$ cat src/rtl/acl_spi_responder.sv
// SPI mode-0 slave presenting an accelerometer-style register map.
// All SPI inputs are resynchronised to CLK; MISO is a registered output.
module acl_spi_responder (
    input  logic        CLK,
    input  logic        RST_BTN,
    input  logic        ACL_SCLK,
    input  logic        ACL_CSN,
    input  logic        ACL_MOSI,
    output logic        ACL_MISO,
    input  logic [11:0] X_IN,
    input  logic [11:0] Y_IN,
    input  logic [11:0] Z_IN,
    output logic        MEAS_EN
);
    typedef enum logic [2:0] {StIdle, StCmd, StAddr, StRdata, StWdata, StIgnore} state_e;

    localparam logic [7:0] CmdRead    = 8'h0B;
    localparam logic [7:0] CmdWrite   = 8'h0A;
    localparam logic [5:0] AddrFilter = 6'h2C;
    localparam logic [5:0] AddrPower  = 6'h2D;

    state_e      state_q;
    logic [2:0]  sclk_q, csn_q;
    logic [1:0]  mosi_q;
    logic [1:0]  vld_q;
    logic        armed_q;
    logic [7:0]  shift_q;
    logic [2:0]  bit_cnt_q;
    logic [5:0]  ptr_q;
    logic        is_read_q;
    logic        miso_q;
    logic [7:0]  filter_q, power_q;
    logic        meas_en_q;
    logic [11:0] x_sh_q, y_sh_q, z_sh_q;

    logic       sclk_rise, sclk_fall, csn_fall, csn_rise;
    logic [7:0] shift_in;
    logic [7:0] rdata;

    assign sclk_rise = sclk_q[1] & ~sclk_q[2];
    assign sclk_fall = ~sclk_q[1] & sclk_q[2];
    assign csn_fall  = ~csn_q[1] & csn_q[2];
    assign csn_rise  = csn_q[1] & ~csn_q[2];
    assign shift_in  = {shift_q[6:0], mosi_q[1]};

    always_comb begin
        rdata = 8'h00;
        case (ptr_q)
            6'h00:      rdata = 8'hAD;
            6'h01:      rdata = 8'h1D;
            6'h02:      rdata = 8'hF2;
            6'h03:      rdata = 8'h01;
            6'h08:      rdata = x_sh_q[11:4];
            6'h09:      rdata = y_sh_q[11:4];
            6'h0A:      rdata = z_sh_q[11:4];
            6'h0E:      rdata = x_sh_q[7:0];
            6'h0F:      rdata = {{4{x_sh_q[11]}}, x_sh_q[11:8]};
            6'h10:      rdata = y_sh_q[7:0];
            6'h11:      rdata = {{4{y_sh_q[11]}}, y_sh_q[11:8]};
            6'h12:      rdata = z_sh_q[7:0];
            6'h13:      rdata = {{4{z_sh_q[11]}}, z_sh_q[11:8]};
            AddrFilter: rdata = filter_q;
            AddrPower:  rdata = power_q;
            default:    rdata = 8'h00;
        endcase
    end

    always_ff @(posedge CLK) begin
        if (RST_BTN) begin
            state_q   <= StIdle;
            sclk_q    <= 3'b000;
            csn_q     <= 3'b111;
            mosi_q    <= 2'b00;
            vld_q     <= 2'd0;
            armed_q   <= 1'b0;
            shift_q   <= 8'h00;
            bit_cnt_q <= 3'd0;
            ptr_q     <= 6'd0;
            is_read_q <= 1'b0;
            miso_q    <= 1'b0;
            filter_q  <= 8'h13;
            power_q   <= 8'h00;
            meas_en_q <= 1'b0;
            x_sh_q    <= 12'd0;
            y_sh_q    <= 12'd0;
            z_sh_q    <= 12'd0;
        end else begin
            sclk_q    <= {sclk_q[1:0], ACL_SCLK};
            csn_q     <= {csn_q[1:0], ACL_CSN};
            mosi_q    <= {mosi_q[0], ACL_MOSI};
            meas_en_q <= (power_q[1:0] == 2'b10);
            if (vld_q != 2'd2) vld_q <= vld_q + 2'd1;
            // Only a CSN high seen after reset arms us, so a transfer cut by reset is ignored.
            if (vld_q == 2'd2 && csn_q[1]) armed_q <= 1'b1;

            if (csn_rise) begin
                state_q   <= StIdle;
                bit_cnt_q <= 3'd0;
                miso_q    <= 1'b0;
            end else begin
                case (state_q)
                    StIdle: begin
                        miso_q <= 1'b0;
                        if (csn_fall && armed_q) begin
                            state_q   <= StCmd;
                            bit_cnt_q <= 3'd0;
                            shift_q   <= 8'h00;
                            x_sh_q    <= X_IN;
                            y_sh_q    <= Y_IN;
                            z_sh_q    <= Z_IN;
                        end
                    end
                    StCmd: if (sclk_rise) begin
                        shift_q   <= shift_in;
                        bit_cnt_q <= bit_cnt_q + 3'd1;
                        if (bit_cnt_q == 3'd7) begin
                            is_read_q <= (shift_in == CmdRead);
                            state_q   <= (shift_in == CmdRead || shift_in == CmdWrite) ?
                                         StAddr : StIgnore;
                        end
                    end
                    StAddr: if (sclk_rise) begin
                        shift_q   <= shift_in;
                        bit_cnt_q <= bit_cnt_q + 3'd1;
                        if (bit_cnt_q == 3'd7) begin
                            ptr_q   <= shift_in[5:0];
                            state_q <= is_read_q ? StRdata : StWdata;
                        end
                    end
                    StRdata: begin
                        // Falls with bit_cnt 0 start a new byte from the current pointer.
                        if (sclk_fall) begin
                            if (bit_cnt_q == 3'd0) begin
                                shift_q <= rdata;
                                miso_q  <= rdata[7];
                            end else begin
                                shift_q <= {shift_q[6:0], 1'b0};
                                miso_q  <= shift_q[6];
                            end
                        end
                        if (sclk_rise) begin
                            bit_cnt_q <= bit_cnt_q + 3'd1;
                            if (bit_cnt_q == 3'd7) ptr_q <= ptr_q + 6'd1;
                        end
                    end
                    StWdata: if (sclk_rise) begin
                        shift_q   <= shift_in;
                        bit_cnt_q <= bit_cnt_q + 3'd1;
                        if (bit_cnt_q == 3'd7) begin
                            if (ptr_q == AddrFilter) filter_q <= shift_in;
                            if (ptr_q == AddrPower)  power_q  <= shift_in;
                            ptr_q <= ptr_q + 6'd1;
                        end
                    end
                    StIgnore: miso_q <= 1'b0;
                    default:  state_q <= StIdle;
                endcase
            end
        end
    end

    assign ACL_MISO = miso_q;
    assign MEAS_EN  = meas_en_q;
endmodule

$ cat config.mk
export PLATFORM = sky130hd
export DESIGN_NAME = acl_spi_responder
export DESIGN_NICKNAME = d
export VERILOG_FILES = /design/src/rtl/acl_spi_responder.sv
export SDC_FILE = /design/constraint.sdc
export NUM_CORES = 1
export LEC_CHECK = 0
export ABC_AREA = 1
export BUFFER_PORTS_ARGS = -buffer_cell sky130_fd_sc_hd__buf_2
export CAP_MARGIN = 20
export CORE_ASPECT_RATIO = 1.5
export CORE_MARGIN = 3
export CORE_UTILIZATION = 50
export CTS_CLUSTER_SIZE = 20
export DETAILED_ROUTE_END_ITERATION = 12
export PLACE_DENSITY = 0.82
export SLEW_MARGIN = 25
export SYNTH_ARGS = -nofsm -noshare
export SYNTH_HDL_FRONTEND = slang
export SYNTH_SLANG_ARGS = --single-unit
export TNS_END_PERCENT = 1
$ cat constraint.sdc
create_clock -name CLK -period 1.9 [get_ports CLK]
set_clock_uncertainty 0.2 [all_clocks]
set_input_delay 0.285 -clock CLK [delete_from_list [all_inputs] [get_ports CLK]]
set_output_delay 0.285 -clock CLK [all_outputs]
set_load 0.05 [all_outputs]
* After elaboration in Yosys (flattened, before gate mapping)
Cells that the tools add are included.
Word-level totals: bits in registers 85, latch bits 0, memory bits (writable) 0, ROM bits 0, input bits 41, output and inout bits 2, word-level logic and storage cells 115, memories 0
Cells by class: $add $sub $neg 3, $mul 0, div/mod/pow operators 0, order comparisons 0, eq/ne operators 35, shifts and indexed selects 0, mux-type cells 25, bitwise gates (word level) 10, reduce and logical (&&, ||, !) cells 25
Operator list (number):
- 8-bit case mux with 15 select lines | 1
- 6-bit by 4-bit == test with 1-bit output, second input constant | 5
- 7-bit two-way mux | 4
- 3-bit two-way mux | 9
- 6-bit by 5-bit == test with 1-bit output, second input constant | 4
- 6-bit two-way mux | 4
- 7-bit case mux with 3 select lines | 1
- 8-bit by 4-bit == test with 1-bit output, second input constant | 2
- 5-bit AND reduction | 3
- 2-bit inequality test, second input constant | 7
- 6-bit by 2-bit == test with 1-bit output, second input constant | 2
- 6-bit == test, second input constant | 2
- 3-bit case mux with 4 select lines | 1
- 6-bit case mux with 2 select lines | 1
- 6-bit AND reduction | 2
- 3-bit == test, second input constant | 3
- 2-bit by 1-bit inequality test with 1-bit output, second input constant | 4
- 6-bit by 1-bit adder with 6-bit output, second input constant | 1
- 3-bit by 2-bit == test with 1-bit output, second input constant | 2
- 6-bit by 1-bit == test with 1-bit output, second input constant | 1
- 3-bit logical NOT | 2
- 6-bit logical NOT | 1
- 1-bit NOT | 6
- 3-bit case mux with 2 select lines | 1
- 17 further kinds | 29

* Logic depth before layout (Yosys ltp)
Gate-level depths: netlist (run 1).
word-level depth 6, depth in mapped cells 15, mapped depth without buffers 14

* Worst setup path before layout (run 1)
Ideal clock, no wire load.
kind register to register, start point register ptr_q[0], end point register shift_q[0], setup time 70 ps, arrival 1599 ps, data required time 1630 ps, path slack 31 ps, cell stages (with the launch flop) 14, cell sequence dfxtp_1 -> inv_1 -> ha_1 -> clkbuf_1 -> nand2_1 -> nor2_1 -> nand2_1 -> nand3_1 -> nor2_1 -> nand3_1 -> nand3_1 -> nand2_1 -> nand2_1 -> a21oi_1
On the way: cells in the longest elaborated chain, start to end 5, elaborated cells on any way between the ends 19
Ends and longest elaborated chain:
- from (decl) | line 29 | logic [5:0] ptr_q;
- from (signal assigned) | line 126 | ptr_q <= shift_in[5:0];
- from (signal assigned) | line 143 | if (bit_cnt_q == 3'd7) ptr_q <= ptr_q + 6'd1;
- from (signal assigned) | line 152 | ptr_q <= ptr_q + 6'd1;
- 6-bit == test (tied with other cells) | line 48 | case (ptr_q)
- 8-bit case mux with 15 select lines * | line 48
- 7-bit two-way mux * | line 133 | if (bit_cnt_q == 3'd0) begin
- 7-bit two-way mux * | line 132 | if (sclk_fall) begin
- 7-bit case mux with 3 select lines * | line 101 | case (state_q)
- to (signal assigned) | line 114 | shift_q <= shift_in;
- to (signal assigned) | line 134 | shift_q <= rdata;
- to (signal assigned) | line 137 | shift_q <= {shift_q[6:0], 1'b0};
- to (decl) | line 27 | logic [7:0] shift_q;
Mark *: on every way between the ends. The rest lies on a longest branch, timed or not. The select of a mux whose other input is x is not followed. A chain may end at the register's enable or synchronous reset.

* Final worst setup path (run 1)
start point register ptr_q[3], end point register shift_q[3]
Same word-level chain as after synthesis.

==> qor.log, run 1 <==
[detailed_routing] violation count after the first detailed-route iteration 274
[timing] highest clock frequency the design can meet 0.515 GHz
[grt] Remaining Overflow, GRT 0
[floorplan] Placement Rows 41
[place] half-perimeter wire length of the detailed placement result 10.7 mm
[status] failing checks setup timing
[place] placed instance count 836
[power_and_ir_drop] Cell Pwr Density 765 nW/um2
[final_layout] share of layout cells above drive strength 1 0.262
[power_and_ir_drop] sequential group share of total power 0.427
[grt] Top Usage Layer GRT met2
[timing] Slew @ Worst Pin 465 ps
[final_layout] Non-Filler Instances 869
[grt] wire length of the first global-routing pass 22.3 mm
[timing] unrepaired setup endpoints after global routing yes
[yosys] Yosys top cell area share 0.388
[setup_path] critical path class reg2reg
[power_and_ir_drop] leakage power total 2.52 nW
[cts] source-to-sink clock delay at the later pin of the worst-skew pair 350 ps
[final_layout] final net count 806
[yosys] total number of yosys warnings 0
[yosys] leading cell types by total area after synthesis sky130_fd_sc_hd__dfxtp_1 39%, sky130_fd_sc_hd__nand2_1 11%, sky130_fd_sc_hd__o21ai_0 9.0%
[detailed_routing] total vias in the final route 4792
[cts] number of H-tree levels 3
[timing] Max-Slew Margin vs Limit 0.687
[power_and_ir_drop] maximum vdd ir drop 0.661 mV
[cts] number of buffers added by the clock tree synthesis step 9
[timing] worst hold slack 1.42 ps
[floorplan] Die Wd 82.4 um
[yosys] simple-gate share of the synthesized area 0.320
[setup_path] data required time of the critical path 1990 ps
[detailed_routing] Detailed Routing Iterations Pass 1 5
[grt] aggregate global-route resource usage 0.301
[yosys] multiplexer share of the synthesized area 0
[timing] setup_tns -83.4 ps
[yosys] main combinational cell family by area after synthesis simple AND/OR/NAND/NOR gates
[yosys] post-synthesis xor/xnor area fraction 0
[yosys] leading area contributor after synthesis sky130_fd_sc_hd__dfxtp_1
[yosys] cell count after synthesis 645
[yosys] synthesized cell area 4380 um2
[timing] final worst path period need 1940 ps
[yosys] Synth cell types 34
[setup_path] data arrival time of the worst path 2030 ps
[job] max-capacitance violation count 0
[setup_path] worst path buffer plus inverter count 2
[grt] antenna violations before repair 0
[yosys] part of the Yosys area used for sequential elements 0.388
[setup_path] kind of capture point of the worst setup path flop
[place] count of input and output buffers 42
[grt] via count of the first global-routing pass 4696
[setup_path] cell with the largest stage delay on the worst path sky130_fd_sc_hd__dfxtp_2
[power_and_ir_drop] combinational group share of total power 0.112
[floorplan] area of the core 8460 um2
[grt] global routing met3 resource utilization 0.0589
[yosys] number of register bits inferred by synthesis 85
[floorplan] area of the die 9950 um2
[timing] final setup fails 3
[power_and_ir_drop] P_sw 1.11 mW
[final_layout] n_diodes 0
[yosys] post-synthesis adder-cell area fraction 0.0228
[setup_path] worst-path maximum fanout 6
[timing] final-report hold violation count 0
[power_and_ir_drop] net switching fraction of the power 0.251
[cts] CTS tree yes
[grt] met1 global-route usage 0.295
[floorplan] starting density of the core 0.518
[setup_path] Crit path largest cell delay 340 ps
[cts] root buf cell sky130_fd_sc_hd__clkbuf_16
[timing] crit share post-route 1.02
[min_path] type of the tightest min-delay check in2reg
[grt] maximum number of pins on one net before global-route repair 58
[power_and_ir_drop] Internal Dissipation 3.32 mW
[yosys] average cell area after synthesis 6.79 um2
[yosys] Compound-Gate Fraction of Synth Area 0.179
[floorplan] Vert. Die Dim 121 um
[setup_path] Setup crit start kind flop
[status] run status finished, violations left
[detailed_routing] overall routed net length 14.6 mm
[floorplan] number of primary I/O pins 43
[power_and_ir_drop] share of power burned in the clock network 0.461
[setup_path] cell-by-cell listing of the critical path buf_4 > nor2_4 > buf_6 > nand4_1 > nand2_2 > nor2_1 > nand3_1 > nand2_1 > nand2_1 > nand2_1 > nand2_1 > nand2_1 > a21oi_2
[setup_path] cell occurring most often along the worst timing path sky130_fd_sc_hd__nand2_1
[detailed_routing] remaining antenna violation count 0
[place] last weighted congestion value of the routability-driven placer 1.03
[power_and_ir_drop] PnR Total Power 4.43 mW
[setup_path] delay-heaviest family, CP simple AND/OR/NAND/NOR gates
[detailed_routing] Routed WL per cell 16.8 um
[cts] clock input transition at the sequential cells of the worst setup and hold paths 60 ps
[grt] GRT met2 Usage 0.528
[detailed_routing] DRC Markers 0
[timing] final number of max-transition violations 0
[timing] final setup slack of the worst path -41.0 ps
[final_layout] Area Overhead vs Synth 32.2%
[detailed_routing] mean number of vias per cell 5.51
[cts] sink count of the clock tree 85
[yosys] syn nets 694
[cts] number of buffers on the longest clock path 2
==> final cells by class <==
class	instances	area, um2
inverter	72	275
clock buffer	9	225
timing repair buffer	124	907
multi-input combinational	465	2410
fill	709	2670
sequential	85	1720
clock inverter	7	121
tap	107	134
==> cell usage after synthesis (all sizes together) <==
cell    number
a21oi       47
o211ai       6
clkbuf      16
a31oi        4
o31ai        1
nand3       29
a221oi       1
a211oi       2
o21ai       87
nor4         1
or2          2
nor3        10
dfxtp       85
nand2      128
inv         72
nor2       116
nand4       23
ha           8
buf          7
==> flip-flops by register name (all words and copies together), names as in the netlist <==
register and count:
state_q 3, vld_q 2, power_q 8, x_sh_q 12, y_sh_q 12, z_sh_q 12
shift_q 7, mosi_q 2, ACL_MISO 1, filter_q 8, armed_q 1, ptr_q 6
is_read_q 1, bit_cnt_q 3, MEAS_EN 1, sclk_q 3, csn_q 3
==> layout by cell type (no fill, tap or decap), types with 9 or more instances in the layout <==
master / instances
sky130_fd_sc_hd__a21oi_1: 45
sky130_fd_sc_hd__buf_2: 42
sky130_fd_sc_hd__buf_4: 67
sky130_fd_sc_hd__clkbuf_16: 9
sky130_fd_sc_hd__dfxtp_1: 77
sky130_fd_sc_hd__inv_1: 61
sky130_fd_sc_hd__inv_2: 9
sky130_fd_sc_hd__nand2_1: 123
sky130_fd_sc_hd__nand3_1: 25
sky130_fd_sc_hd__nand4_1: 21
sky130_fd_sc_hd__nor2_1: 98
sky130_fd_sc_hd__nor2_4: 9
sky130_fd_sc_hd__o21ai_0: 66
sky130_fd_sc_hd__o21ai_1: 18
==> kinds of logic after synthesis <==
logic type	after synthesis
adder cells (fa/ha/maj)	8
AO/OA/AOI/OAI	148
buffers and inverters	95
flip-flops	85
AND/OR/NAND/NOR	309
==> timing repair <==
action	4_1_cts	5_1_grt
buffers inserted	2	7
resized for setup	10	53
pin swaps	2	10
hold buffers	8	0
endpoints found under the hold margin	8	0
endpoints found under the setup margin	15	40
==> routing by layer <==
metal  wire length (um)  part of all wire
met2               7620              0.52
met3                614             0.042
met5                  0                 0
met1               5310              0.36
met4               1040             0.071
==> worst paths after layout <==
kind	startpoint	end	slack, ps	cells after the start
setup / recovery	ptr_q[3]$_SDFFE_PP0P_	shift_q[3]$_SDFFE_PP0P_	-40	13
hold / removal	Y_IN[4]	y_sh_q[4]$_SDFFE_PP0P_	1	3
setup reg to reg	ptr_q[3]$_SDFFE_PP0P_	shift_q[3]$_SDFFE_PP0P_	-40	13
hold reg to reg	mosi_q[0]$_SDFF_PP0_	mosi_q[1]$_SDFF_PP0_	210	2
==> tightest hold or removal path, stage by stage <==
cell and delay, ps:
sky130_fd_sc_hd__buf_2 70, sky130_fd_sc_hd__o21ai_0 70, sky130_fd_sc_hd__nor2_1 80
==> stage by stage <==
stage          worst slack, ps  area [um2]  utilization
6_report                 -41.0        5790        0.684
3_5_place_dp              -129        5130        0.606
2_1_floorplan             30.9        4380            -
3_3_place_gp              -112        5130        0.606
5_1_grt                   -156        5790        0.684
4_1_cts                  -70.6        5610        0.663
==> power groups by stage <==
| stage | clock (mW) | combinational, mW | sequential, mW |
|---|---|---|---|
| finish | 2.04 | 0.497 | 1.89 |
| global route | 2.12 | 0.557 | 1.90 |
| CTS | 2.05 | 0.481 | 1.89 |
| detailed placement | 0 | 0.455 | 1.93 |
| global placement | 0 | 0.428 | 1.93 |
| floorplan | 0 | 0.296 | 1.92 |
(Power assumes the default switching activity.)
==> run 2: changes to the inputs <==
PLACE_DENSITY = 0.72   (was 0.82)
RECOVER_POWER = 50   (was not set)
==> run 2 against run 1 <==
  * The run still ends with setup timing left
  * Sequential power about the same
  * Non-clock buffer count up 5
  * Register-to-register slack about the same
  * Critical path depth down 1
  * Setup slack better by 6.2 ps
  * Cell count up 0.58%
  * Power down 3.0%
  * Maximum frequency up 0.32%
  * Die area unchanged
  * First-iteration DRC count down 22%
==> qor.log, run 2 (synthesis gave the netlist of run 1 again) <==
[timing] Slew @ Worst Pin 948 ps
[setup_path] critical path class reg2reg
[power_and_ir_drop] PnR Total Power 4.30 mW
[power_and_ir_drop] combinational group share of total power 0.112
[floorplan] Placement Rows 41
[detailed_routing] Detailed Routing Iterations Pass 1 5
[floorplan] number of primary I/O pins 43
[cts] source-to-sink clock delay at the later pin of the worst-skew pair 340 ps
[place] total placed instance area 5120 um2
[final_layout] n_diodes 0
[timing] final setup slack of the worst path -34.8 ps
[power_and_ir_drop] leakage power total 2.54 nW
[timing] final-report hold violation count 0
[final_layout] area of combinational cells with multiple inputs 2500 um2
[place] count of input and output buffers 42
[power_and_ir_drop] P_sw 1.10 mW
[cts] number of buffers added by the clock tree synthesis step 9
[timing] crit share post-route 1.02
[timing] final number of max-transition violations 0
[power_and_ir_drop] net switching fraction of the power 0.256
[grt] aggregate global-route resource usage 0.294
[cts] number of H-tree levels 3
[power_and_ir_drop] maximum vdd ir drop 0.590 mV
[grt] via count of the first global-routing pass 4708
[floorplan] area of the core 8460 um2
[cts] number of buffers on the longest clock path 2
[timing] Max-Slew Margin vs Limit 0.368
[setup_path] worst-case register-to-register setup slack -30 ps
[place] Worst Setup Slack post-DPL -108 ps
[setup_path] Setup crit start kind flop
[cts] clock input transition at the sequential cells of the worst setup and hold paths 70 ps
[power_and_ir_drop] share of power burned in the clock network 0.446
[final_layout] final net count 811
[final_layout] largest registers ranked by flip-flop count x_sh_q (12), y_sh_q (12), z_sh_q (12)
[final_layout] fillcell total 757
[detailed_routing] overall routed net length 14.2 mm
[detailed_routing] total vias in the final route 4781
[timing] final worst path period need 1930 ps
[grt] Remaining Overflow, GRT 0
[floorplan] Die Wd 82.4 um
[floorplan] Vert. Die Dim 121 um
[setup_path] kind of capture point of the worst setup path flop
[grt] wire length of the first global-routing pass 22.1 mm
[place] placed instance count 838
[power_and_ir_drop] Cell Pwr Density 730 nW/um2
[detailed_routing] mean number of vias per cell 5.47
[final_layout] most frequent cells in the layout 116 x sky130_fd_sc_hd__nand2_1, 100 x sky130_fd_sc_hd__nor2_1, 77 x sky130_fd_sc_hd__dfxtp_1
[final_layout] leading cell type in the layout, fill and taps excluded sky130_fd_sc_hd__nand2_1
[grt] antenna violations before repair 0
[final_layout] Non-Filler Instances 874
[setup_path] capture point of the worst reg-to-reg path shift_q[1]$_SDFFE_PP0P_
[status] failing checks setup timing
[final_layout] Area Overhead vs Synth 34.3%
[timing] worst hold slack 2.47 ps
[power_and_ir_drop] sequential group share of total power 0.442
[setup_path] data arrival time of the worst path 2010 ps
[cts] CTS tree yes
[detailed_routing] remaining antenna violation count 0
[power_and_ir_drop] Internal Dissipation 3.20 mW
[detailed_routing] violation count after the first detailed-route iteration 214
[place] half-perimeter wire length of the detailed placement result 10.5 mm
[timing] unrepaired setup endpoints after global routing yes
[min_path] Worst Hold Path EP x_sh_q[8]$_SDFFE_PP0P_
[final_layout] area of all placed cells without fillers 5890 um2
[min_path] Hold Path Depth 3
[cts] root buf cell sky130_fd_sc_hd__clkbuf_16
[timing] setup_tns -82.6 ps
[min_path] type of the tightest min-delay check in2reg
[setup_path] FF-to-FF Start ptr_q[0]$_SDFFE_PP0P_
[setup_path] worst-path maximum fanout 5
[timing] highest clock frequency the design can meet 0.517 GHz
[timing] final setup fails 4
[setup_path] data required time of the critical path 1980 ps
[cts] sink count of the clock tree 85
[detailed_routing] DRC Markers 0
[floorplan] area of the die 9950 um2
[detailed_routing] Routed WL per cell 16.2 um
[job] max-capacitance violation count 0
[grt] maximum number of pins on one net before global-route repair 58
[floorplan] starting density of the core 0.518
[final_layout] Storage cell area 1710 um2
[place] last weighted congestion value of the routability-driven placer 1.00
[setup_path] worst reg-to-reg path cell count 12
[min_path] startpoint of the worst hold path X_IN[8]
[status] run status finished, violations left
[final_layout] final core occ 0.695
[final_layout] share of layout cells above drive strength 1 0.274
## run 2: power by group through the flow
stage                     sequential [mW]  clock (mW)  combinational (mW)
after floorplan                      1.92           0               0.296
after global placement               1.93           0               0.430
after detailed placement             1.93           0               0.441
after CTS                            1.89        1.94               0.473
after global routing                 1.90        2.01               0.540
final                                1.90        1.92               0.483
## run 2: how the worst max path moves through the flow
stage | slack [ps] | depth (start not counted) | endpoint | start
after global placement | -120 | 12 | shift_q[4]$_SDFFE_PP0P_ | ptr_q[0]$_SDFFE_PP0P_
after CTS | -50 | 12 | shift_q[5]$_SDFFE_PP0P_ | ptr_q[0]$_SDFFE_PP0P_
after floorplan | 30 | 13 | shift_q[0]$_SDFFE_PP0P_ | ptr_q[0]$_SDFFE_PP0P_
final | -30 | 12 | shift_q[1]$_SDFFE_PP0P_ | ptr_q[0]$_SDFFE_PP0P_
after global routing | -130 | 12 | shift_q[1]$_SDFFE_PP0P_ | ptr_q[0]$_SDFFE_PP0P_
after detailed placement | -110 | 12 | shift_q[4]$_SDFFE_PP0P_ | ptr_q[0]$_SDFFE_PP0P_
## run 2: cell type report
cell class,count,area share
multi-input combinational,465,0.425
timing repair buffer,129,0.158
inverter,72,0.0476
clock buffer,9,0.0383
clock inverter,7,0.0174
tap,107,0.0227
sequential,85,0.291
## run 2: per-layer routing
layer  global-route usage  share of wire  vias to the layer above
li1                     -              -                     2358
met1                0.297           0.36                     2197
met2                0.528           0.53                      166
met3               0.0469          0.041                       60
met4                0.195          0.065                        0
met5                    0              0                        -
## run 2: worst max-delay path, cell delays in order (launching register included)
cell,delay [ps]
sky130_fd_sc_hd__dfxtp_2,360
sky130_fd_sc_hd__buf_6,120
sky130_fd_sc_hd__ha_2,210
sky130_fd_sc_hd__inv_4,70
sky130_fd_sc_hd__nor3_2,260
sky130_fd_sc_hd__nand2_1,140
sky130_fd_sc_hd__nand2_1,80
sky130_fd_sc_hd__nor2_1,50
sky130_fd_sc_hd__nand4_1,90
sky130_fd_sc_hd__nand2_1,60
sky130_fd_sc_hd__nand2_1,50
sky130_fd_sc_hd__nand2_1,60
sky130_fd_sc_hd__a21oi_2,130
## run 2: what timing repair did
item                                   in CTS  in global routing
endpoints found under the hold margin      13                  0
setup endpoints to repair                  12                 33
setup buffers                               0                  7
hold buffers                               13                  0
gates resized for setup                    18                 67
pin swaps                                   5                 16
